$ cat config.mk
export PLATFORM = sky130hd
export DESIGN_NAME = uop_decode_queue
export DESIGN_NICKNAME = d
export VERILOG_FILES = /design/src/rtl/uop_decode_queue.sv
export SDC_FILE = /design/constraint.sdc
export NUM_CORES = 1
export LEC_CHECK = 0
export ABC_CLOCK_PERIOD_IN_PS = 10900
export CAP_MARGIN = 20
export CORE_UTILIZATION = 58
export CTS_BUF_LIST = sky130_fd_sc_hd__clkbuf_16
export CTS_CLUSTER_SIZE = 10
export DETAILED_ROUTE_END_ITERATION = 10
export PLACE_DENSITY = 0.79
export SLEW_MARGIN = 20
export SYNTH_ARGS = -nofsm -noshare
export SYNTH_HDL_FRONTEND = slang
export SYNTH_HIERARCHICAL = 1
export SYNTH_SLANG_ARGS = --single-unit
$ cat constraint.sdc
create_clock -name clk_i -period 10.9 [get_ports clk_i]
set_input_delay 1.09 -clock clk_i [delete_from_list [all_inputs] [get_ports clk_i]]
set_output_delay 1.09 -clock clk_i [all_outputs]
set_load 0.1 [all_outputs]
$ cat src/rtl/uop_decode_queue.sv
// uop_decode_queue: multi-lane micro-op queue with per-lane class decode.
// Up to LANES micro-ops enter per cycle in lane order. Each one is decoded
// into 16 class flags on the way in, and the flags are stored with it. The
// LANES oldest entries are presented in order at the output.
// Optional feature: define UOQ_BYPASS_EN so that an empty queue passes its
// inputs straight to the outputs in the same cycle.

`ifndef UOQ_OPCODES_DEFINED
`define UOQ_OPCODES_DEFINED
`define UO_NOP   8'h00
`define UO_ADDB  8'h01
`define UO_ADDW  8'h02
`define UO_SUBB  8'h03
`define UO_ADDWR 8'h07
`define UO_CMPB  8'h08
`define UO_LDB   8'h10
`define UO_LDW   8'h11
`define UO_LDT   8'h12
`define UO_STB   8'h18
`define UO_STW   8'h19
`define UO_STJ   8'h1B
`define UO_FADD  8'h20
`define UO_SEI   8'h30
`define UO_JMP   8'h31
`define UO_JSR   8'h32
`define UO_BEQ   8'h38
`endif

// UopClassDecode: opcode to class flags for a single lane (pure combinational).
module UopClassDecode (
  input  logic [7:0]  opcode_i,
  output logic [15:0] flags_o
);

  // Classify the opcode. Any opcode with no class, other than NOP, is illegal.
  always_comb begin
    flags_o = '0;
    case (opcode_i)
      `UO_NOP: begin
        flags_o[15] = 1'b0;
      end
      `UO_ADDB, `UO_ADDW, `UO_SUBB: begin
        flags_o[0]  = 1'b1;
        flags_o[11] = 1'b1;
      end
      `UO_ADDWR: begin
        flags_o[0]  = 1'b1;
        flags_o[11] = 1'b1;
        flags_o[12] = 1'b1;
      end
      `UO_CMPB: begin
        flags_o[0]  = 1'b1;
        flags_o[7]  = 1'b1;
        flags_o[11] = 1'b1;
      end
      `UO_LDB, `UO_LDW, `UO_LDT: begin
        flags_o[1]  = 1'b1;
        flags_o[3]  = 1'b1;
        flags_o[11] = 1'b1;
        flags_o[6:5] = (opcode_i == `UO_LDB) ? 2'd0 :
                       (opcode_i == `UO_LDW) ? 2'd1 : 2'd2;
      end
      `UO_STB, `UO_STW, `UO_STJ: begin
        flags_o[1]  = 1'b1;
        flags_o[4]  = 1'b1;
        flags_o[6:5] = (opcode_i == `UO_STB) ? 2'd0 :
                       (opcode_i == `UO_STW) ? 2'd1 : 2'd2;
      end
      `UO_FADD: begin
        flags_o[2]  = 1'b1;
        flags_o[11] = 1'b1;
      end
      `UO_SEI: begin
        flags_o[8]  = 1'b1;
      end
      `UO_JMP: begin
        flags_o[9]  = 1'b1;
      end
      `UO_JSR: begin
        flags_o[9]  = 1'b1;
        flags_o[11] = 1'b1;
      end
      `UO_BEQ: begin
        flags_o[10] = 1'b1;
      end
      default: begin
        flags_o[15] = 1'b1;
      end
    endcase
    flags_o[13] = 1'b1;
    flags_o[14] = 1'b0;
  end

endmodule

module uop_decode_queue #(
  parameter int LANES = 2,
  parameter int DEPTH = 8
) (
  input  logic                          clk_i,
  input  logic                          rst_i,
  input  logic                          flush_i,
  input  logic [LANES-1:0]              in_valid_i,
  input  logic [24*LANES-1:0]           in_uop_i,
  input  logic [LANES-1:0]              in_pt_i,
  output logic                          in_ready_o,
  output logic [LANES-1:0]              out_valid_o,
  output logic [24*LANES-1:0]           out_uop_o,
  output logic [16*LANES-1:0]           out_flags_o,
  output logic [LANES-1:0]              out_pt_o,
  input  logic [$clog2(LANES+1)-1:0]    out_take_i,
  output logic [$clog2(DEPTH+1)-1:0]    count_o
);

  localparam int PW = $clog2(DEPTH);
  localparam int CW = $clog2(DEPTH + 1);
  localparam int TW = $clog2(LANES + 1);

  logic [23:0]   uopMem_q   [DEPTH];
  logic [15:0]   flagsMem_q [DEPTH];
  logic          ptMem_q    [DEPTH];

  logic [PW-1:0] head_q, head_d;
  logic [PW-1:0] tail_q, tail_d;
  logic [CW-1:0] count_q, count_d;

  logic [15:0]   inFlags [LANES];
  logic [TW-1:0] enqCnt;
  logic [TW-1:0] numValid;
  logic [TW-1:0] deqCnt;
  logic [TW-1:0] skipCnt;
  logic [TW-1:0] storeCnt;
  logic [TW-1:0] deqQueue;
  logic          stopScan;
  logic          bypassActive;
  logic          inReady;
  logic          enqFire;
  logic [LANES-1:0] wrEn;
  logic [PW-1:0] wrAddr [LANES];
  logic [PW-1:0] rdAddr [LANES];

  // One decoder per input lane. Flags are fixed at enqueue time.
  for (genvar g = 0; g < LANES; g++) begin : gDecode
    UopClassDecode uDecode (
      .opcode_i (in_uop_i[24*g+16 +: 8]),
      .flags_o  (inFlags[g])
    );
  end

  // Only the unbroken run of valid lanes starting at lane 0 is enqueued.
  always_comb begin
    enqCnt   = '0;
    stopScan = 1'b0;
    for (int n = 0; n < LANES; n++) begin
      if (!stopScan && in_valid_i[n]) begin
        enqCnt = enqCnt + TW'(1);
      end else begin
        stopScan = 1'b1;
      end
    end
  end

`ifdef UOQ_BYPASS_EN
  assign bypassActive = (count_q == '0) && !flush_i;
`else
  assign bypassActive = 1'b0;
`endif

  // Handshake, dequeue amount, and which input lanes get written where.
  // Under bypass, the lanes taken this cycle skip storage entirely.
  always_comb begin
    inReady = (count_q <= CW'(DEPTH - LANES));
    if (bypassActive) begin
      numValid = enqCnt;
    end else if (count_q >= CW'(LANES)) begin
      numValid = TW'(LANES);
    end else begin
      numValid = TW'(count_q);
    end
    deqCnt   = (out_take_i > numValid) ? numValid : out_take_i;
    enqFire  = inReady && (enqCnt != '0) && !flush_i;
    skipCnt  = bypassActive ? deqCnt : '0;
    deqQueue = (bypassActive || flush_i) ? '0 : deqCnt;
    storeCnt = enqFire ? (enqCnt - skipCnt) : '0;
    for (int k = 0; k < LANES; k++) begin
      wrEn[k]   = enqFire && !rst_i && (TW'(k) >= skipCnt) && (TW'(k) < enqCnt);
      wrAddr[k] = tail_q + PW'(k) - PW'(skipCnt);
    end
  end

  // Pointer and occupancy update. A flush discards same-cycle traffic.
  always_comb begin
    head_d  = head_q + PW'(deqQueue);
    tail_d  = tail_q + PW'(storeCnt);
    count_d = count_q + CW'(storeCnt) - CW'(deqQueue);
    if (flush_i) begin
      head_d  = '0;
      tail_d  = '0;
      count_d = '0;
    end
  end

  // Pointer registers. Reset overrides flush and all traffic.
  always_ff @(posedge clk_i) begin
    if (rst_i) begin
      head_q  <= '0;
      tail_q  <= '0;
      count_q <= '0;
    end else begin
      head_q  <= head_d;
      tail_q  <= tail_d;
      count_q <= count_d;
    end
  end

  // Entry storage is write-only state with no reset; the pointers say what is live.
  always_ff @(posedge clk_i) begin
    for (int k = 0; k < LANES; k++) begin
      if (wrEn[k]) begin
        uopMem_q[wrAddr[k]]   <= in_uop_i[24*k +: 24];
        flagsMem_q[wrAddr[k]] <= inFlags[k];
        ptMem_q[wrAddr[k]]    <= in_pt_i[k];
      end
    end
  end

  // Present the oldest entries, or the live inputs when bypassing an empty queue.
  always_comb begin
    out_valid_o = '0;
    out_uop_o   = '0;
    out_flags_o = '0;
    out_pt_o    = '0;
    for (int n = 0; n < LANES; n++) begin
      rdAddr[n] = head_q + PW'(n);
      if (bypassActive) begin
        out_valid_o[n]          = (TW'(n) < enqCnt);
        out_uop_o[24*n +: 24]   = in_uop_i[24*n +: 24];
        out_flags_o[16*n +: 16] = inFlags[n];
        out_pt_o[n]             = in_pt_i[n];
      end else begin
        out_valid_o[n]          = (CW'(n) < count_q);
        out_uop_o[24*n +: 24]   = uopMem_q[rdAddr[n]];
        out_flags_o[16*n +: 16] = flagsMem_q[rdAddr[n]];
        out_pt_o[n]             = ptMem_q[rdAddr[n]];
      end
    end
  end

  assign in_ready_o = inReady;
  assign count_o    = count_q;

endmodule

* Word level (Yosys, flattened, before mapping)
Memory sizes are Yosys's and may differ from the RTL's. A register that Yosys moved wholly into a read port is not among the register bits.
Cells that the tools add are included.
** Storage, ports and cells
- Input bits :: 57
- Memory bits (writable) :: 312
- Logic and storage cells :: 125
- Bits in read-only memories :: 0
- Register bits :: 10
- Latch bits :: 0
- Output and inout port bits :: 89
- Memories kept :: 3
** Memories
- uopMem_q :: words 8, width 24, rd ports 2, clocked after Yosys merged registers in 1, wr ports 2, RTL line 119 : logic [23:0] uopMem_q [DEPTH];
- flagsMem_q :: words 8, width 14, rd ports 2, clocked after Yosys merged registers in 1, wr ports 2, RTL line 120 : logic [15:0] flagsMem_q [DEPTH];
- ptMem_q :: words 8, width 1, rd ports 2, clocked after Yosys merged registers in 1, wr ports 2, RTL line 121 : logic ptMem_q [DEPTH];
** Cells by class
- Equal/unequal tests :: 32
- Order comparisons :: 7
- Bitwise gates (word level) :: 0
- Reductions and logical operators :: 26
- $add $sub $neg :: 7
- $mul :: 0
- Div/mod/pow operators :: 0
- Muxes and demuxes :: 47
- Shift operators :: 0
** Operators by type and width (count)
- $eq 8x5->1 const B :: 12
- $eq 8x6->1 const B :: 10
- $reduce_or 17->1 :: 2
- $eq 8x2->1 const B :: 4
- $mux 1 :: 29
- $mux 2 :: 13
- $reduce_or 10->1 :: 2
- $eq 8x1->1 const B :: 2
- $eq 8x3->1 const B :: 2
- $eq 8x4->1 const B :: 2
- $logic_not 8->1 :: 2
- $reduce_or 3->1 :: 4
- $reduce_or 6->1 :: 2
- $reduce_or 5->1 :: 2
- $mux 3 :: 3
- $lt 1x4->1 const A :: 2
- $pmux 2 s2 :: 2
- $add 3x1->3 const B :: 2
- $add 3x2->3 :: 2
- $logic_and 1x1->1 :: 6
- $reduce_or 2->1 :: 3
- $add 4x2->4 :: 1
- $ge 4x2->1 const B :: 1
- $le 4x3->1 const B :: 1
- other kinds (6) :: 8

* Depth between registers and ports, before layout
- Depth after elaboration :: 10
- Mapped depth :: 17
- Gate-level depth less buffers :: 17

* By module
The synthesis kept the hierarchy.
** Modules (own cells, without submodules)
- uop_decode_queue :: cells each 1094, area each 19626.3 um^2, sequential area each 10049.6 um^2, instances 1
- UopClassDecode :: cells each 50, area each 345.3 um^2, sequential area each 0.0 um^2, instances 2

* Worst setup path before layout
No wires, ideal clock.
- Path type :: reg-to-reg
- From :: register count_q[3] (netlist: count_o[3])
- To :: memory flagsMem_q[0][0] in the netlist's numbering, enable pin
- Path slack :: 4.395 ns
- Arrival time :: 5.953 ns
- Path buffers :: 0
- Data required time :: 10.347 ns
- Setup time :: 0.553 ns
- Stages on the path, launching flop included :: 6
- Path through :: dfxtp_1 -> inv_1 -> ha_1 -> nand2_1 -> o21ai_2 -> o41ai_1
** RTL lines
- start, declared :: RTL line 125 : logic [CW-1:0] count_q, count_d;
- start signal, assigned :: RTL line 212 : count_q <= count_d;
- end, declared :: RTL line 120

* Final worst setup path
- From :: register head_q[0]
- To :: output out_flags_o[26]
** On the way
- Cells in the longest elaborated chain, start to end :: 2
** Ends and longest elaborated chain
- start, declared :: RTL line 123 : logic [PW-1:0] head_q, head_d;
- start signal, assigned :: RTL line 206 : head_q <= '0;
- start signal, assigned :: RTL line 210 : head_q <= head_d;
- $add 3x1->3 :: RTL line 234 : rdAddr[n] = head_q + PW'(n);
- $mem_v2 8x14
- end, declared :: RTL line 109 : output logic [16*LANES-1:0] out_flags_o,
Every way passes these cells.

==> metrics.md <==
| Metric | Value |
|---|---|
| GRT Util Overall | `28.9%` |
| Clock sinks | `338` |
| Worst min path class | `flip-flop to flip-flop` |
| Measured slew at the worst slew-check pin | `about 1.1 ns` |
| # setup viols final | `0` |
| Post-synth EDFFs | `328` |
| Slew Viols, Final | `0` |
| H-tree depth | `2` |
| Vias per cell | `slightly below 7` |
| Clock Path Buffers | `3` |
| Period minus WS final | `5.94 ns` |
| Synthesized Nets | `1268` |
| Cells after synthesis | `1194` |
| FF-to-FF Start | `count_o[3]` |
| Max_slew headroom | `26.4%` |
| Final TNS setup | `0 ns` |
| Vias in the first global route | `roughly 13000` |
| Post-DP HPWL | `28600 um` |
| Routed Antenna Nets | `0` |
| DRT Pass-1 Iters | `5` |
| Switching part of the total power | `33.3%` |
| RSZ-0062 raised after global routing | `no` |
| Initial Utilization | `58.8%` |
| Placed Instances | `~1700` |
| Worst-case reg-to-reg path depth | `7` |
| Clock transition at path regs | `0.06 ns` |
| F_max | `0.168 GHz` |
| R2R setup slack | `7.43 ns` |
| Final net count | `1387` |
| DRC viols | `0` |
| Post-layout instance area | `between 20000 and 25000 um2` |
| Peak VDD IR | `259 uV` |
| Initial antenna violation count | `1` |
| Clk_lat worst skew | `approximately 0.52 ns` |
| Hold-fix buffers, CTS | `0` |
| Top-area cell type share of the netlist area | `48.5%` |
| Core ar. | `about 35000 um2` |
| Die width | `189 um` |
| Clk pwr share | `31.1%` |
| Crit path max fanout | `69` |
| Critical Path End | `out_flags_o[26]` |
| P_sw | `0.00124 W` |
| Status | `finished, final reports clean` |
| FP Rows | `68` |
| Number of synthesized register bits | `338` |
| I/O Pins | `around 150` |
| RR Endpoint | `flagsMem_q[1][14]` |
| Layout cells sized above 1 | `50.0%` |
| Synthesized area | `between 20000 and 25000 um2` |
| Main synth FF type | `edfxtp_1` |
| Vias | `12300` |
| Non-filler cells, final | `approximately 1800` |
| Ys Warns | `6` |
| Combinational power share | `a little under 30%` |
| Final Hold Vio Count | `0` |
| Maxcap violations | `0` |
| Pin count of the biggest net entering global routing | `70` |
| Synth top area cells | `edfxtp_1, mux2_2, mux4_2` |
| Cts repair resizes | `0` |
| Synth area leader | `edfxtp_1` |
| Detailed Route Iter0 Violations | `1316` |
| Post-synth ARST share | `0%` |
| Full die area | `35800 um2` |
| Leading cell type in the layout, fill and taps excluded | `mux2_2` |
| Hold_sp | `count_o[0]` |
| Layout Area Growth over Synthesis | `14.2%` |
| Syn Area/Cell | `17.0 um2` |
| # port buffers | `roughly 150` |
| Pint | `0.00249 W` |
| Pwr dens | `roughly 160 nW/um2` |
| GP Congestion | `0.812` |
| GR Overflow Total | `0` |
| Total Routed Length | `a little over 50000 um` |
| Distinct cell type count of the synthesized netlist | `59` |
| Crit. Startpoint | `head_q[0]` |
| First-pass GRT wire length | `76900 um` |
| Leak pwr | `7.47 nW` |
| Die H | `between 150 and 200 um` |
| Startpoint type of the worst setup path | `flip-flop` |
| CTS root buf | `clkbuf_16` |
| Period utilization | `54.5%` |
| Crit path DAT | `4.85 ns` |
| CTS tree | `built` |
| Layout Skew | `0.0137 ns` |
| Sequential Power Share | `39.5%` |
| Sequential area share after synthesis | `between 40 and 50%` |
| Endpoint class of the critical path | `output pin` |
| Wire per inst | `28.6 um` |
| Area post-placement | `22100 um2` |
| WS Path Type | `flip-flop to output pin` |
| Postcts setup bufs | `0` |
| Commonest non-fill, non-tap cells in the layout | `mux2_2, edfxtp_1, mux4_2, clkdlybuf4s50_1, clkbuf_16` |
| Cts bufs inserted | `40` |
| Critical path required time | `9.81 ns` |
## cell families (layout without fill, tap and decap cells)
logic type / Yosys count / after routing / synth area share, %
AND/OR/NAND/NOR: 100 / 100 / 3.36
flip-flops: 338 / 338 / 49.5
adder cells (fa/ha/maj): 17 / 17 / 1.19
multiplexers: 575 / 575 / 41.0
buffers and inverters: 117 / 252 / 3.15
AO/OA/AOI/OAI: 34 / 34 / 1.41
other: 4 / 5 / 0.0739
XOR/XNOR: 9 / 9 / 0.388
## through the flow
| step | hold WS [ns] | setup slack [ns] | util, % | total power [W] |
|---|---|---|---|---|
| floorplan | 0.595 | 4.39 | - | 0.00235 |
| global placement | 0.676 | 5.27 | 63.9 | 0.00258 |
| detailed placement | 0.689 | 5.18 | 63.9 | 0.00259 |
| CTS | 0.707 | 4.63 | 67.1 | 0.00374 |
| global route | 0.745 | 4.70 | 67.2 | 0.00383 |
| finish | 0.701 | 4.96 | 67.2 | 0.00373 |
## flip-flops by register name (all words and copies together) (netlist names)
| register | count |
|---|---|
| head_q | 3 |
| ptMem_q | 8 |
| uopMem_q | 192 |
| tail_q | 3 |
| flagsMem_q | 128 |
| count_o | 4 |
## worst min-delay path by stage
stage	slack (ns)	cells past startpoint	to
detailed placement	0.69	2	count_o[0]
global placement	0.68	2	count_o[0]
floorplan	0.59	2	head_q[0]
global route	0.74	2	count_o[0]
finish	0.70	2	count_o[0]
CTS	0.71	2	count_o[0]
## critical path, cell delays in order (launching register included)
cell and delay, ns:
dfxtp_4 0.86, buf_6 0.69, buf_4 0.78, mux4_2 0.62
mux2_2 0.29, clkdlybuf4s50_1 0.97
## Yosys cell counts (all sizes together) (3+ instances only)
cell     number
edfxtp      328
inv          21
dfxtp        10
nor3         12
nor2         20
xor2          7
fa            4
a21oi         9
buf          78
clkbuf       18
nand2b        9
nor2b         3
ha           13
conb          4
and2          4
nor4          6
nor4b         3
a2111oi       4
mux4        164
o21ai         4
and3          4
nand3         5
mux2        410
nand4         3
or3           4
or4           4
nand2        13
## final cells by class
cell class              instances  area [um2]
clock inverters                17        67.6
repair buffers                173        1680
inverters                      21        78.8
flip-flops and latches        338       10100
diodes                          1        2.50
fillers                      2417       11300
clock buffers                  41        1030
well taps                     455         569
multi-input cells             739        9720
## routing by layer
layer	GRT usage (%)	vias to the layer above	wire length, um
li1	-	5146	-
met1	40.6	6430	20100
met2	46.4	650	24800
met3	4.67	113	4730
met4	9.27	0	1380
met5	0	-	0
## power by group through the flow
stage / combinational [W] / clock, W / sequential [W]
6_report: 0.00109 / 0.00116 / 0.00147
5_1_grt: 0.00114 / 0.00122 / 0.00147
4_1_cts: 0.00110 / 0.00117 / 0.00147
3_5_place_dp: 0.00109 / 0 / 0.00150
3_3_place_gp: 0.00108 / 0 / 0.00150
2_1_floorplan: 0.000839 / 0 / 0.00151
No activity file was read; power rests on OpenSTA's default activity.
